<file path="config.mk">
export PLATFORM = sky130hd
export DESIGN_NAME = ps2_key_buffer
export DESIGN_NICKNAME = d
export VERILOG_FILES = /design/src/rtl/ps2_pkg.sv /design/src/rtl/sync_fifo.sv /design/src/rtl/ps2_key_buffer.sv
export SDC_FILE = /design/constraint.sdc
export NUM_CORES = 1
export LEC_CHECK = 0
export ABC_AREA = 1
export BUFFER_PORTS_ARGS = -buffer_cell sky130_fd_sc_hd__buf_2
export CAP_MARGIN = 20
export CORE_MARGIN = 1
export CORE_UTILIZATION = 40
export DETAILED_ROUTE_END_ITERATION = 7
export MAX_ROUTING_LAYER = met4
export PLACE_DENSITY = 0.58
export SLEW_MARGIN = 20
export SYNTH_ARGS = -nofsm -noshare
export SYNTH_HDL_FRONTEND = slang
export SYNTH_SLANG_ARGS = --single-unit
</file>
<file path="constraint.sdc">
create_clock -name clock -period 2.2 [get_ports clock]
set_input_delay 0.22 -clock clock [delete_from_list [all_inputs] [get_ports clock]]
set_output_delay 0.22 -clock clock [all_outputs]
set_load 0.02 [all_outputs]
</file>
<file path="src/rtl/ps2_pkg.sv">
// Shared types and status-register bit positions for the PS/2 key buffer.
package ps2_pkg;

   typedef enum logic [1:0] {IDLE, DATA, PARITY, STOP} ps2_state_t;

   localparam int ST_NONEMPTY = 0;
   localparam int ST_FULL     = 1;
   localparam int ST_FERR     = 2;
   localparam int ST_OVF      = 3;

endpackage

</file>
<file path="src/rtl/sync_fifo.sv">
// Single-clock show-ahead FIFO; a pop in the same cycle frees a slot for a push when full.
module sync_fifo #(
   parameter int WIDTH = 8,
   parameter int DEPTH = 16
) (
   input  logic             clock,
   input  logic             reset,
   input  logic             push,
   input  logic [WIDTH-1:0] din,
   input  logic             pop,
   output logic [WIDTH-1:0] dout,
   output logic             full,
   output logic             empty
);

   localparam int AW = $clog2(DEPTH);

   logic [WIDTH-1:0] mem_q [DEPTH];
   logic [AW:0]      wr_ptr_q, wr_ptr_d;
   logic [AW:0]      rd_ptr_q, rd_ptr_d;
   logic             do_push;
   logic             do_pop;

   // Pointers carry one extra wrap bit so full and empty are distinguishable.
   assign empty   = (wr_ptr_q == rd_ptr_q);
   assign full    = (wr_ptr_q[AW] != rd_ptr_q[AW]) &&
                    (wr_ptr_q[AW-1:0] == rd_ptr_q[AW-1:0]);
   assign do_pop  = pop && !empty;
   assign do_push = push && (!full || do_pop);
   assign dout    = mem_q[rd_ptr_q[AW-1:0]];

   always_comb begin
      wr_ptr_d = wr_ptr_q;
      rd_ptr_d = rd_ptr_q;
      if (do_push) wr_ptr_d = wr_ptr_q + (AW+1)'(1);
      if (do_pop)  rd_ptr_d = rd_ptr_q + (AW+1)'(1);
   end

   always_ff @(posedge clock) begin
      if (!reset) begin
         wr_ptr_q <= '0;
         rd_ptr_q <= '0;
      end else begin
         wr_ptr_q <= wr_ptr_d;
         rd_ptr_q <= rd_ptr_d;
      end
   end

   always_ff @(posedge clock) begin
      if (do_push) mem_q[wr_ptr_q[AW-1:0]] <= din;
   end

endmodule

</file>
<file path="src/rtl/ps2_key_buffer.sv">
// PS/2 keyboard receiver on the CPU clock: synchroniser, frame FSM with timeout,
// scancode FIFO, memory-mapped data/status registers and a level key interrupt.
module ps2_key_buffer
   import ps2_pkg::*;
#(
   parameter int          DEPTH     = 16,
   parameter logic [15:0] BASE_ADDR = 16'hFF00,
   parameter int          TIMEOUT   = 1000
) (
   input  logic        clock,
   input  logic        reset,
   input  logic        ps2_clk,
   input  logic        ps2_dat,
   input  logic [15:0] raddr,
   input  logic        rd_strobe,
   output logic [15:0] rdata,
   input  logic [15:0] waddr,
   input  logic [15:0] wdata,
   input  logic        wenable,
   output logic        irq,
   input  logic        reset_irq
);

   localparam logic [15:0] STAT_ADDR = BASE_ADDR + 16'd1;
   localparam int          TW        = $clog2(TIMEOUT + 1);

   logic          clk_s1_q, clk_s2_q, clk_prev_q;
   logic          dat_s1_q, dat_s2_q;
   logic          fall_edge;

   ps2_state_t    state_q, state_d;
   logic [2:0]    bit_cnt_q, bit_cnt_d;
   logic [7:0]    shift_q, shift_d;
   logic          parity_q, parity_d;
   logic [TW-1:0] tmo_q, tmo_d;
   logic          push_d, push_q;
   logic [7:0]    push_data_q;
   logic          ferr_set;

   logic          frame_err_q, frame_err_d;
   logic          overflow_q, overflow_d;
   logic          pending_q, pending_d;
   logic [15:0]   rdata_q, rdata_d;
   logic [15:0]   status;

   logic          fifo_full, fifo_empty, fifo_pop, push_ok;
   logic [7:0]    fifo_dout;
   logic          data_rd, stat_rd, other_rd, stat_wr;
   logic          unused_wdata;

   assign unused_wdata = ^{wdata[15:4], wdata[1:0]};

   always_ff @(posedge clock) begin
      if (!reset) begin
         clk_s1_q   <= 1'b1;
         clk_s2_q   <= 1'b1;
         clk_prev_q <= 1'b1;
         dat_s1_q   <= 1'b1;
         dat_s2_q   <= 1'b1;
      end else begin
         clk_s1_q   <= ps2_clk;
         clk_s2_q   <= clk_s1_q;
         clk_prev_q <= clk_s2_q;
         dat_s1_q   <= ps2_dat;
         dat_s2_q   <= dat_s1_q;
      end
   end

   assign fall_edge = !clk_s2_q && clk_prev_q;

   always_comb begin
      state_d   = state_q;
      bit_cnt_d = bit_cnt_q;
      shift_d   = shift_q;
      parity_d  = parity_q;
      tmo_d     = tmo_q;
      push_d    = 1'b0;
      ferr_set  = 1'b0;
      if (fall_edge) begin
         tmo_d = '0;
         case (state_q)
            IDLE: begin
               if (!dat_s2_q) begin
                  state_d   = DATA;
                  bit_cnt_d = 3'd0;
               end
            end
            DATA: begin
               shift_d   = {dat_s2_q, shift_q[7:1]};
               bit_cnt_d = bit_cnt_q + 3'd1;
               if (bit_cnt_q == 3'd7) state_d = PARITY;
            end
            PARITY: begin
               parity_d = dat_s2_q;
               state_d  = STOP;
            end
            STOP: begin
               state_d = IDLE;
               if (dat_s2_q && (^{shift_q, parity_q})) push_d   = 1'b1;
               else                                    ferr_set = 1'b1;
            end
            default: state_d = IDLE;
         endcase
      end else if (state_q != IDLE) begin
         // A stalled keyboard must not leave the receiver stuck mid-frame.
         if (tmo_q == TW'(TIMEOUT - 1)) begin
            state_d  = IDLE;
            tmo_d    = '0;
            ferr_set = 1'b1;
         end else begin
            tmo_d = tmo_q + TW'(1);
         end
      end else begin
         tmo_d = '0;
      end
   end

   always_ff @(posedge clock) begin
      if (!reset) begin
         state_q     <= IDLE;
         bit_cnt_q   <= 3'd0;
         shift_q     <= 8'h00;
         parity_q    <= 1'b0;
         tmo_q       <= '0;
         push_q      <= 1'b0;
         push_data_q <= 8'h00;
      end else begin
         state_q     <= state_d;
         bit_cnt_q   <= bit_cnt_d;
         shift_q     <= shift_d;
         parity_q    <= parity_d;
         tmo_q       <= tmo_d;
         push_q      <= push_d;
         push_data_q <= shift_q;
      end
   end

   assign data_rd  = rd_strobe && (raddr == BASE_ADDR);
   assign stat_rd  = (raddr == STAT_ADDR);
   assign other_rd = rd_strobe && !data_rd && !stat_rd;
   assign stat_wr  = wenable && (waddr == STAT_ADDR);
   assign fifo_pop = data_rd && !fifo_empty;
   assign push_ok  = push_q && (!fifo_full || fifo_pop);

   sync_fifo #(
      .WIDTH (8),
      .DEPTH (DEPTH)
   ) u_fifo (
      .clock (clock),
      .reset (reset),
      .push  (push_q),
      .din   (push_data_q),
      .pop   (fifo_pop),
      .dout  (fifo_dout),
      .full  (fifo_full),
      .empty (fifo_empty)
   );

   always_comb begin
      status              = 16'h0000;
      status[ST_NONEMPTY] = !fifo_empty;
      status[ST_FULL]     = fifo_full;
      status[ST_FERR]     = frame_err_q;
      status[ST_OVF]      = overflow_q;
   end

   // Sticky flags and the irq pending bit: a set in the same cycle beats a clear.
   always_comb begin
      rdata_d     = rdata_q;
      overflow_d  = overflow_q;
      frame_err_d = frame_err_q;
      pending_d   = pending_q;
      if (data_rd)       rdata_d = fifo_empty ? 16'h0000 : {8'h00, fifo_dout};
      else if (stat_rd)  rdata_d = status;
      else if (other_rd) rdata_d = 16'h0000;
      if (stat_wr && wdata[3]) overflow_d  = 1'b0;
      if (stat_wr && wdata[2]) frame_err_d = 1'b0;
      if (push_q && !push_ok)  overflow_d  = 1'b1;
      if (ferr_set)            frame_err_d = 1'b1;
      if (reset_irq)           pending_d   = 1'b0;
      if (push_ok)             pending_d   = 1'b1;
   end

   always_ff @(posedge clock) begin
      if (!reset) begin
         rdata_q     <= 16'h0000;
         overflow_q  <= 1'b0;
         frame_err_q <= 1'b0;
         pending_q   <= 1'b0;
      end else begin
         rdata_q     <= rdata_d;
         overflow_q  <= overflow_d;
         frame_err_q <= frame_err_d;
         pending_q   <= pending_d;
      end
   end

   assign rdata = rdata_q;
   assign irq   = pending_q;

endmodule

</file>
Word-level counts from Yosys, hierarchy flattened. Memory sizes are Yosys's and may differ from the RTL's. A register that Yosys moved wholly into a read port is not among the register bits. Index checks and enable logic that the tools add are counted.

Register bits after elaboration: 67. Bits in writable memories: 128. Input port bits: 55. Output and inout port bits: 17. Word-level logic and storage cells: 105. Memories: 1.

Memory list: u_fifo.mem_q (depth 16, width 8, rd ports 1, clocked after memory_dff 1, wr ports 1, RTL line sync_fifo.sv:18) `logic [WIDTH-1:0] mem_q [DEPTH];`.

Add/subtract/negate cells: 4. Equality and inequality tests: 14. Mux-type cells: 28. Bitwise gates (word level): 2. Reductions and logical operators: 38.

Operators with widths (number): $eq A16 B16 Y1 const B (3); $mux W16 (3); $logic_and A1 B1 Y1 (14); $mux W1 (14); $reduce_bool A2 Y1 (7); $add A10 B1 Y10 const B (1); $add A5 B1 Y5 const B (2); $eq A10 B10 Y1 const B (1); $mux W2 (5); $reduce_xor A9 Y1 (1); $mux W4 (2); $mux W8 (1); $pmux W2 S4 (1); $logic_not A1 Y1 (6); $ne A3 B3 Y1 const B (2); $pmux W3 S2 (1); $reduce_and A3 Y1 (2); $eq A5 B5 Y1 (1); $eq A2 B2 Y1 const B (2); $eq A4 B4 Y1 (1); $reduce_and A2 Y1 (2); $reduce_and A4 Y1 (1); $reduce_or A4 Y1 (1); $add A3 B1 Y3 const B (1); 9 further kinds (11).

Logic depth before layout (Yosys ltp). Gate-level depths: netlist of the first run.

Word-level depth: 8. Depth in mapped cells: 12. Gate-level depth less buffers: 11.

By module. From an unflattened synthesis of the first run, not the netlist that was laid out.

Cell total of the unflattened synthesis: 814. Area total of the unflattened synthesis: 8265.4 um2.

By module, submodules not included: sync_fifo (instances 1, cells an instance 493, area an instance 5843.1 um2, seq. area each 4124.0 um2); ps2_key_buffer (instances 1, cells an instance 321, area an instance 2422.3 um2, seq. area each 980.9 um2).

Worst setup path before layout of the first run. Ideal clock, no wire load.

Kind: flip-flop to flip-flop. From: register u_fifo.wr_ptr_q[2]. To: memory u_fifo.mem_q[10][0], enable pin. Library setup time: 383 ps. Arrival: 1701 ps. Required time: 1817 ps. Path slack: 115 ps. Stages on the path, launching flop included: 12. Path buffers: 2. Period minus slack after synthesis: 2085 ps. Cells stage by stage: dfxtp_1 > buf_4 > inv_2 > nand2_1 > nand2_1 > nor2_4 > nand2_2 > nor2_4 > nand2_4 > nand2_4 > buf_2 > nor3_1.

Word-level cells in the longest chain between the ends: 8. Elaborated cells on any way between the ends: 11. Classes of those cells: 2 x eq/ne; 2 x mux; 7 x reduce/logical.

RTL lines: from (decl) (RTL line sync_fifo.sv:19) `logic [AW:0] wr_ptr_q, wr_ptr_d;`; from (signal assigned) (RTL line sync_fifo.sv:44) `wr_ptr_q <= wr_ptr_d;`; $eq A5 B5 Y1 (RTL line sync_fifo.sv:25) `assign empty = (wr_ptr_q == rd_ptr_q);`; $logic_not A1 Y1 (RTL line sync_fifo.sv:28, ps2_key_buffer.sv:142); $logic_and A1 B1 Y1 (RTL line ps2_key_buffer.sv:142) `assign fifo_pop = data_rd && !fifo_empty;`; $logic_and A1 B1 Y1 (RTL line sync_fifo.sv:28) `assign do_pop = pop && !empty;`; $logic_or A1 B1 Y1 (RTL line sync_fifo.sv:29) `assign do_push = push && (!full || do_pop);`; $logic_and A1 B1 Y1 (RTL line sync_fifo.sv:29); $mux W1 (RTL line sync_fifo.sv:50) `if (do_push) mem_q[wr_ptr_q[AW-1:0]] <= din;`; $mux W1 (implied by the code) (RTL line sync_fifo.sv:50); to (decl) (RTL line sync_fifo.sv:18).

Parallel ways exist; a longest one is shown, timed or not.

Worst setup path after layout of the first run.
From: register u_fifo.rd_ptr_q[2]. To: memory u_fifo.mem_q[15][3], enable pin.

Word-level cells in the longest chain between the ends: 8. Elaborated cells on any way between the ends: 11. Classes of those cells: 2 x eq/ne; 2 x mux; 7 x reduce/logical.

RTL lines: from (decl) (RTL line sync_fifo.sv:20) `logic [AW:0] rd_ptr_q, rd_ptr_d;`; from (signal assigned) (RTL line sync_fifo.sv:45) `rd_ptr_q <= rd_ptr_d;`; $eq A5 B5 Y1 (RTL line sync_fifo.sv:25); $logic_not A1 Y1 (RTL line sync_fifo.sv:28, ps2_key_buffer.sv:142); $logic_and A1 B1 Y1 (RTL line ps2_key_buffer.sv:142); $logic_and A1 B1 Y1 (RTL line sync_fifo.sv:28); $logic_or A1 B1 Y1 (*) (RTL line sync_fifo.sv:29); $logic_and A1 B1 Y1 (*) (RTL line sync_fifo.sv:29); $mux W1 (*) (RTL line sync_fifo.sv:50); $mux W1 (implied by the code) (*) (RTL line sync_fifo.sv:50).

Mark *: on every way between the ends. The rest lies on a longest branch, timed or not.

==> impl_metrics.py, run 1 <==
metrics = {
    "synthesis": {
        "synthTopCellsByArea": "sky130_fd_sc_hd__edfxtp_1 45%, sky130_fd_sc_hd__dfxtp_1 15%, sky130_fd_sc_hd__nand2_1 11%, sky130_fd_sc_hd__nand3_1 6.8%, sky130_fd_sc_hd__inv_1 5.4%",
        "synthCells": 938,
        "synth_area_leader_cell": "sky130_fd_sc_hd__edfxtp_1",
        "synthArstFlopShare": 0,
        "yosys_most_used_dff": "sky130_fd_sc_hd__edfxtp_1",
        "share_of_the_synthesized_area_in_the_top_cell_type": 0.453,
        "synth_edf_count": 128,
        "syn-mean-instance-area_um2": 9.05,
        "syn-cell-area_um2": 8490,
        "yosysWarnings": 0,
        "synth.distinct_cells": 32,
        "synth_seq_cells": 191,
        "synth-seq-area-share": 0.602,
        "yosys-top-cells-count": "256 x sky130_fd_sc_hd__nand2_1, 128 x sky130_fd_sc_hd__edfxtp_1, 122 x sky130_fd_sc_hd__inv_1",
        "cell_with_the_most_instances_after_synthesis": "sky130_fd_sc_hd__nand2_1",
    },
    "clocking": {
        "clock-sinks": 191,
        "h_tree_level_count": 4,
        "clk_pin_slew_worst_paths_ps": 70,
        "deepest_clock_path_buffer_count": 2,
        "tritoncts": "built",
        "clock_latency_ps": 440,
        "clk_root_buffer_cell": "sky130_fd_sc_hd__clkbuf_16",
        "postCtsSetupRepairBufs": 0,
        "tritoncts.num_buffers": 17,
    },
    "drt": {
        "top_layer": "met4",
        "route.met2.wl_mm": 8.87,
        "met3_wirelength_um": 677,
        "drt_pre_antenna_iters": 5,
        "drtIter0Drc": 447,
        "wl_met1_mm": 8.88,
        "detail_route.wirelength_mm": 18.7,
        "route.antenna.remaining_nets": 0,
        "avgViaCountPerCell": 4.68,
        "drc": 0,
        "route.vias.total": 6029,
        "wl_per_cell_um": 14.5,
    },
    "worst_setup_path": {
        "reg2reg_setup_slack_ps": 250,
        "ordered_cell_list_for_the_critical_path": "nand2_1 -> nand2_1 -> nor2_4 -> nand2_2 -> nor2_4 -> nand2_4 -> nand2_4 -> nor2_1",
        "start_kind": "register",
        "critical_path.top_delay_family": "simple AND/OR/NAND/NOR gates",
        "timing.critical_path.arrival_ps": 2000,
        "worst-endpoint-required_ps": 2260,
        "crit_path_top_delay_cell": "sky130_fd_sc_hd__nor2_1",
        "critPathMaxFanout": 8,
        "critical_path.endpoint_type": "register",
        "max_stage_delay_ps": 650,
        "worstSetupPathType": "reg -> reg",
        "critPathBufInv": 0,
    },
    "floorplan": {
        "initial_standard_cell_utilization_of_the_core": 0.414,
        "total_core_area_um2": 20500,
        "dieArea_um2": 21800,
        "top_level_ports": 72,
        "chipHeight_um": 148,
        "die_width_um": 148,
        "core.rowCount": 52,
    },
    "layout": {
        "nNetsFinal": 1073,
        "filler_cell_count": 1959,
        "n_antenna_cell": 0,
        "area_grow_syn2layout_pct": 14.6,
        "multi_input_area_um2": 2710,
        "instances_no_fill": 1289,
        "drive_above_1_share": 0.143,
        "area.sequential_um2": 5110,
    },
    "grt": {
        "globalRouteTotalUtil": 0.184,
        "globalRouteOverflowTotal": 0,
        "grt_first_pass_wirelength_mm": 29.5,
        "grt_antenna_before_repair": 0,
        "grt_start_max_net_pins": 66,
        "first_global_vias": 5539,
    },
    "pwr": {
        "pwr_density_cell_nw_per_um2": 698,
        "irDropWorstVdd_mv": 0.555,
        "power.static_leakage_nw": 4.12,
    },
    "sta": {
        "unrepaired_setup_endpoints_after_global_routing": "false",
        "fin_worst_hold_slack_ps": 39.3,
        "final_worst_clock_skew_ps": 14.3,
        "worst_pin_slew_ps": 860,
        "max_freq_mhz": 513,
        "setup-violations-final": 0,
        "setup_tns_ps": 0,
        "report.final.hold_viol_count": 0,
        "layout_worst_path_cycle_share": 0.885,
        "slew_violations": 0,
        "normalized_max_slew_margin": 0.425,
        "timing.final.crit_period_ps": 1950,
    },
    "place": {
        "post-place-cells": 1255,
        "port_buf_inserts": 49,
        "finalWeightedCongestion": 0.829,
        "dpl.hpwl_mm": 12.3,
    },
    "flow_run": {
        "drv_cap": 0,
    },
    "min_path": {
        "min-delay-path-class": "in -> reg",
    },
    "status": {
        "result_of_the_run": "completed",
    },
}
cell usage in the layout, fill, tap and decap left out, drive strengths merged, types with 6 or more instances in the layout:
cell,count
xor2,6
nor2,81
buf,79
edfxtp,128
nand2,259
clkinv,6
or2,21
conb,8
nand3,117
dfxtp,63
clkbuf,18
o21ai,10
a21oi,36
ha,12
inv,137
nor3,18
per-layer routing:
layer	track usage	vias to the layer above
met5	-	-
met4	0.0598	0
met3	0.0302	19
met2	0.286	89
met1	0.245	2782
li1	-	3139
report_power, final:
part | internal, W | switching, W
logic | 0.0000388 | 0.0000521
registers | 0.00378 | 0.00000215
clock network | 0.00153 | 0.00139
total | 0.00535 | 0.00144
registers in the layout, indices dropped and copies added, names as in the netlist, 2 cells and up, named ones only:
register / cells
u_fifo.mem_q: 128
state_q: 2
tmo_q: 10
u_fifo.wr_ptr_q: 5
push_data_q: 8
bit_cnt_q: 3
rdata: 8
shift_q: 8
u_fifo.rd_ptr_q: 5
logic make-up after synthesis:
family / count (synthesis) / synth area share
buffers and inverters: 170 / 0.0820
AOI/OAI and AO/OA: 46 / 0.0271
and+or+nand+nor: 507 / 0.260
adders and majority gates: 12 / 0.0177
DFF: 191 / 0.602
other: 1 / 0.000442
xor gates and xnor gates: 11 / 0.0114
final cells by class:
type                            instances  share of cell area
Tap cell                              270              0.0347
Clock buffer                           18              0.0441
Inverter                              131              0.0505
Sequential cell                       191               0.525
Timing Repair Buffer                   81              0.0543
Multi-Input combinational cell        584               0.279
Clock inverter                         14              0.0126
path summary, 6_finish.rpt:
check                                                     end                             from  depth (start not counted)
worst min-delay path                         irq$_SDFFE_PN0P_                        reset_irq                          4
worst max register to register  u_fifo.mem_q[15][3]$_DFFE_PP_  u_fifo.rd_ptr_q[2]$_SDFFE_PN0P_                          8
worst max-delay path            u_fifo.mem_q[15][3]$_DFFE_PP_  u_fifo.rd_ptr_q[2]$_SDFFE_PN0P_                          8
worst min register to register            dat_s2_q$_SDFF_PN1_              dat_s1_q$_SDFF_PN1_                          1
metrics by stage:
stage                     setup WS, ps  power [W]  instance area, um^2  utilization
after floorplan                    115    0.00392                 8510            -
after global placement             196    0.00395                 9160        0.447
after detailed placement           168    0.00395                 9160        0.447
after CTS                          214    0.00684                 9730        0.475
after global routing               126    0.00701                 9730        0.475
final                              252    0.00679                 9730        0.475
worst min-delay path: stages:
cell and delay, ps:
sky130_fd_sc_hd__buf_2 80, sky130_fd_sc_hd__inv_1 30, sky130_fd_sc_hd__nand2_1 40, sky130_fd_sc_hd__a21oi_1 50
repair_timing:
item,4_1_cts,5_1_grt
hold buffers,2,0
hold endpoints to repair,2,0
resized for setup,0,0
Power figures use the tool's default switching activity.
==> inputs of run 2 (changes only) <==
--- a/config.mk
+++ b/config.mk
@@ -8,11 +8,13 @@
 export ABC_AREA = 1
 export BUFFER_PORTS_ARGS = -buffer_cell sky130_fd_sc_hd__buf_2
 export CAP_MARGIN = 20
+export CELL_PAD_IN_SITES_DETAIL_PLACEMENT = 0
+export CELL_PAD_IN_SITES_GLOBAL_PLACEMENT = 1
 export CORE_MARGIN = 1
 export CORE_UTILIZATION = 40
 export DETAILED_ROUTE_END_ITERATION = 7
 export MAX_ROUTING_LAYER = met4
-export PLACE_DENSITY = 0.58
+export PLACE_DENSITY = 0.73
 export SLEW_MARGIN = 20
 export SYNTH_ARGS = -nofsm -noshare
 export SYNTH_HDL_FRONTEND = slang
==> run 2 against run 1 <==
Compared with the run above:
- global-route usage shrank 0.24 points
- sequential share of layout area shrank 0.32 points
- register-to-register slack gained 20 ps
- sequential power is essentially flat
- clock-buffer cell count grew 3
- total power grew 2.6%
- first-iteration DRC count shrank 30%
- clock power grew 6%
- flip-flop and latch count is the same
- critical endpoint is now u_fifo.mem_q[15][4]$_DFFE_PP_
==> impl_metrics.py, run 2 (same netlist as run 1, synthesis figures left out) <==
metrics = {
    "sta": {
        "final_worst_clock_skew_ps": 8.06,
        "layout_worst_path_cycle_share": 0.877,
        "report.final.hold_viol_count": 0,
        "normalized_max_slew_margin": 0.464,
        "max_freq_mhz": 518,
        "slew_violations": 0,
        "setup-violations-final": 0,
        "setup_tns_ps": 0,
        "unrepaired_setup_endpoints_after_global_routing": "false",
        "worst_pin_slew_ps": 801,
        "timing.final.crit_period_ps": 1930,
    },
    "grt": {
        "first_global_vias": 5582,
        "gr-usage-met3": 0.0386,
        "most_used_routing_layer_in_global_routing": "met2",
        "grt_first_pass_wirelength_mm": 28.9,
        "grt_use_met2": 0.287,
        "globalRouteMet1Util": 0.235,
        "globalRouteOverflowTotal": 0,
        "grt_start_max_net_pins": 66,
        "globalRouteTotalUtil": 0.182,
        "grt_antenna_before_repair": 0,
    },
    "floorplan": {
        "core.rowCount": 52,
        "top_level_ports": 72,
        "chipHeight_um": 148,
        "dieArea_um2": 21800,
        "die_width_um": 148,
        "initial_standard_cell_utilization_of_the_core": 0.414,
        "total_core_area_um2": 20500,
    },
    "layout": {
        "n_antenna_cell": 0,
        "largest_reg_flops": 128,
        "drive_above_1_share": 0.144,
        "area.sequential_um2": 5110,
        "nNetsFinal": 1073,
        "most-common-layout-cells": "256 x sky130_fd_sc_hd__nand2_1, 128 x sky130_fd_sc_hd__edfxtp_1, 122 x sky130_fd_sc_hd__inv_1",
        "multi_input_area_um2": 2710,
        "leading_cell_type_in_the_layout_fill_and_taps_excluded": "sky130_fd_sc_hd__nand2_1",
        "area_grow_syn2layout_pct": 15.3,
        "design_area_um2": 9790,
        "filler_cell_count": 1978,
    },
    "drt": {
        "drtIter0Drc": 314,
        "wl_per_cell_um": 14.2,
        "avgViaCountPerCell": 4.67,
        "drc": 0,
        "route.antenna.remaining_nets": 0,
        "route.vias.total": 6019,
        "drt_pre_antenna_iters": 5,
        "detail_route.wirelength_mm": 18.3,
    },
    "clocking": {
        "deepest_clock_path_buffer_count": 2,
        "tritoncts": "built",
        "h_tree_level_count": 4,
        "clock_latency_ps": 430,
        "clk_root_buffer_cell": "sky130_fd_sc_hd__clkbuf_16",
        "hold_buffers": 2,
        "postCtsSetupRepairBufs": 0,
        "clk_pin_slew_worst_paths_ps": 70,
        "tritoncts.num_buffers": 17,
        "clock-sinks": 191,
        "cts_resized": 0,
    },
    "worst_setup_path": {
        "crit_path_top_delay_cell": "sky130_fd_sc_hd__nor2_1",
        "ordered_cell_list_for_the_critical_path": "nand2_1 -> nand2_1 -> nor2_4 -> nand2_2 -> nor2_4 -> nand2_4 -> nand2_4 -> nor2_1",
        "worst-endpoint-required_ps": 2260,
        "max_stage_delay_ps": 610,
        "critPathMaxFanout": 8,
        "critical_path.endpoint_type": "register",
        "worstSetupPathType": "reg -> reg",
        "start_kind": "register",
        "timing.critical_path.arrival_ps": 1990,
    },
    "pwr": {
        "power.static_leakage_nw": 4.15,
        "sequentialPowerShare": 0.543,
        "p_comb_frac": 0.013,
        "irDropWorstVdd_mv": 0.475,
        "pwr_density_cell_nw_per_um2": 712,
        "power.share.clock": 0.444,
        "internal_power_consumption_w": 0.00551,
        "power_switching_w": 0.00145,
        "switching_share": 0.209,
    },
    "min_path": {
        "min-delay-path-class": "in -> reg",
    },
    "status": {
        "result_of_the_run": "completed",
    },
    "flow_run": {
        "drv_cap": 0,
    },
    "place": {
        "placement.cell_area_um2": 9160,
        "dpl.hpwl_mm": 12.2,
        "finalWeightedCongestion": 0.769,
        "port_buf_inserts": 49,
    },
}
-- run 2: cell types whose count changed in the layout (fill, tap and decap cells not counted) --
| cell | change |
|---|---|
| sky130_fd_sc_hd__clkbuf_16 | +2 |
| sky130_fd_sc_hd__clkbuf_8 | +2 |
| sky130_fd_sc_hd__clkinv_2 | -2 |
| sky130_fd_sc_hd__inv_4 | -2 |
| sky130_fd_sc_hd__inv_6 | +2 |
| sky130_fd_sc_hd__bufinv_8 | -1 |
| sky130_fd_sc_hd__clkbuf_1 | -1 |
| sky130_fd_sc_hd__clkinv_8 | +1 |
| sky130_fd_sc_hd__clkinvlp_4 | -1 |
-- run 2: power groups by stage --
stage / Combinational (W) / Clock [W] / Sequential [W]
finish: 0.0000906 / 0.00309 / 0.00378
global route: 0.000103 / 0.00330 / 0.00378
CTS: 0.0000913 / 0.00316 / 0.00378
detailed placement: 0.0000886 / 0 / 0.00386
global placement: 0.0000892 / 0 / 0.00386
floorplan: 0.0000560 / 0 / 0.00386
-- run 2: layout make-up --
class,instances,area share
Multi-Input combinational cell,584,0.277
Inverter,131,0.0502
Sequential cell,191,0.522
Clock inverter,11,0.0111
Clock buffer,21,0.0514
Timing Repair Buffer,81,0.0539
Tap cell,270,0.0345
-- run 2: per-layer routing --
metal | part of all wire | wire length, um | vias up
met1 | 0.47 | 8650 | 2770
met2 | 0.48 | 8720 | 100
met3 | 0.042 | 774 | 12
met4 | 0.011 | 199 | 0
met5 | 0 | 0 | -
li1 | - | - | 3137
-- run 2: worst paths after layout --
kind	startpoint	cells after the start	end	slack (ps)
worst max-delay path	u_fifo.rd_ptr_q[2]$_SDFFE_PN0P_	8	u_fifo.mem_q[15][4]$_DFFE_PP_	270
worst min-delay path	reset_irq	4	irq$_SDFFE_PN0P_	30
worst max register to register	u_fifo.rd_ptr_q[2]$_SDFFE_PN0P_	8	u_fifo.mem_q[15][4]$_DFFE_PP_	270
worst min register to register	clk_s1_q$_SDFF_PN1_	1	clk_s2_q$_SDFF_PN1_	420
-- run 2: critical path: cells and delay by family, from the launching register on --
kind,cells,cell delay [ps]
AND/OR/NAND/NOR,8,1090
flip-flops,1,460
-- run 2: metrics by stage --
step	power (W)	worst slack [ps]	utilization	instances	hold slack (ps)
6_report	0.00697	271	0.478	1289	29.9
5_1_grt	0.00719	61.8	0.478	1289	22.0
4_1_cts	0.00703	217	0.478	1289	21.5
3_5_place_dp	0.00395	194	0.447	1255	397
3_3_place_gp	0.00395	181	0.447	1255	394
2_1_floorplan	0.00392	115	-	945	327
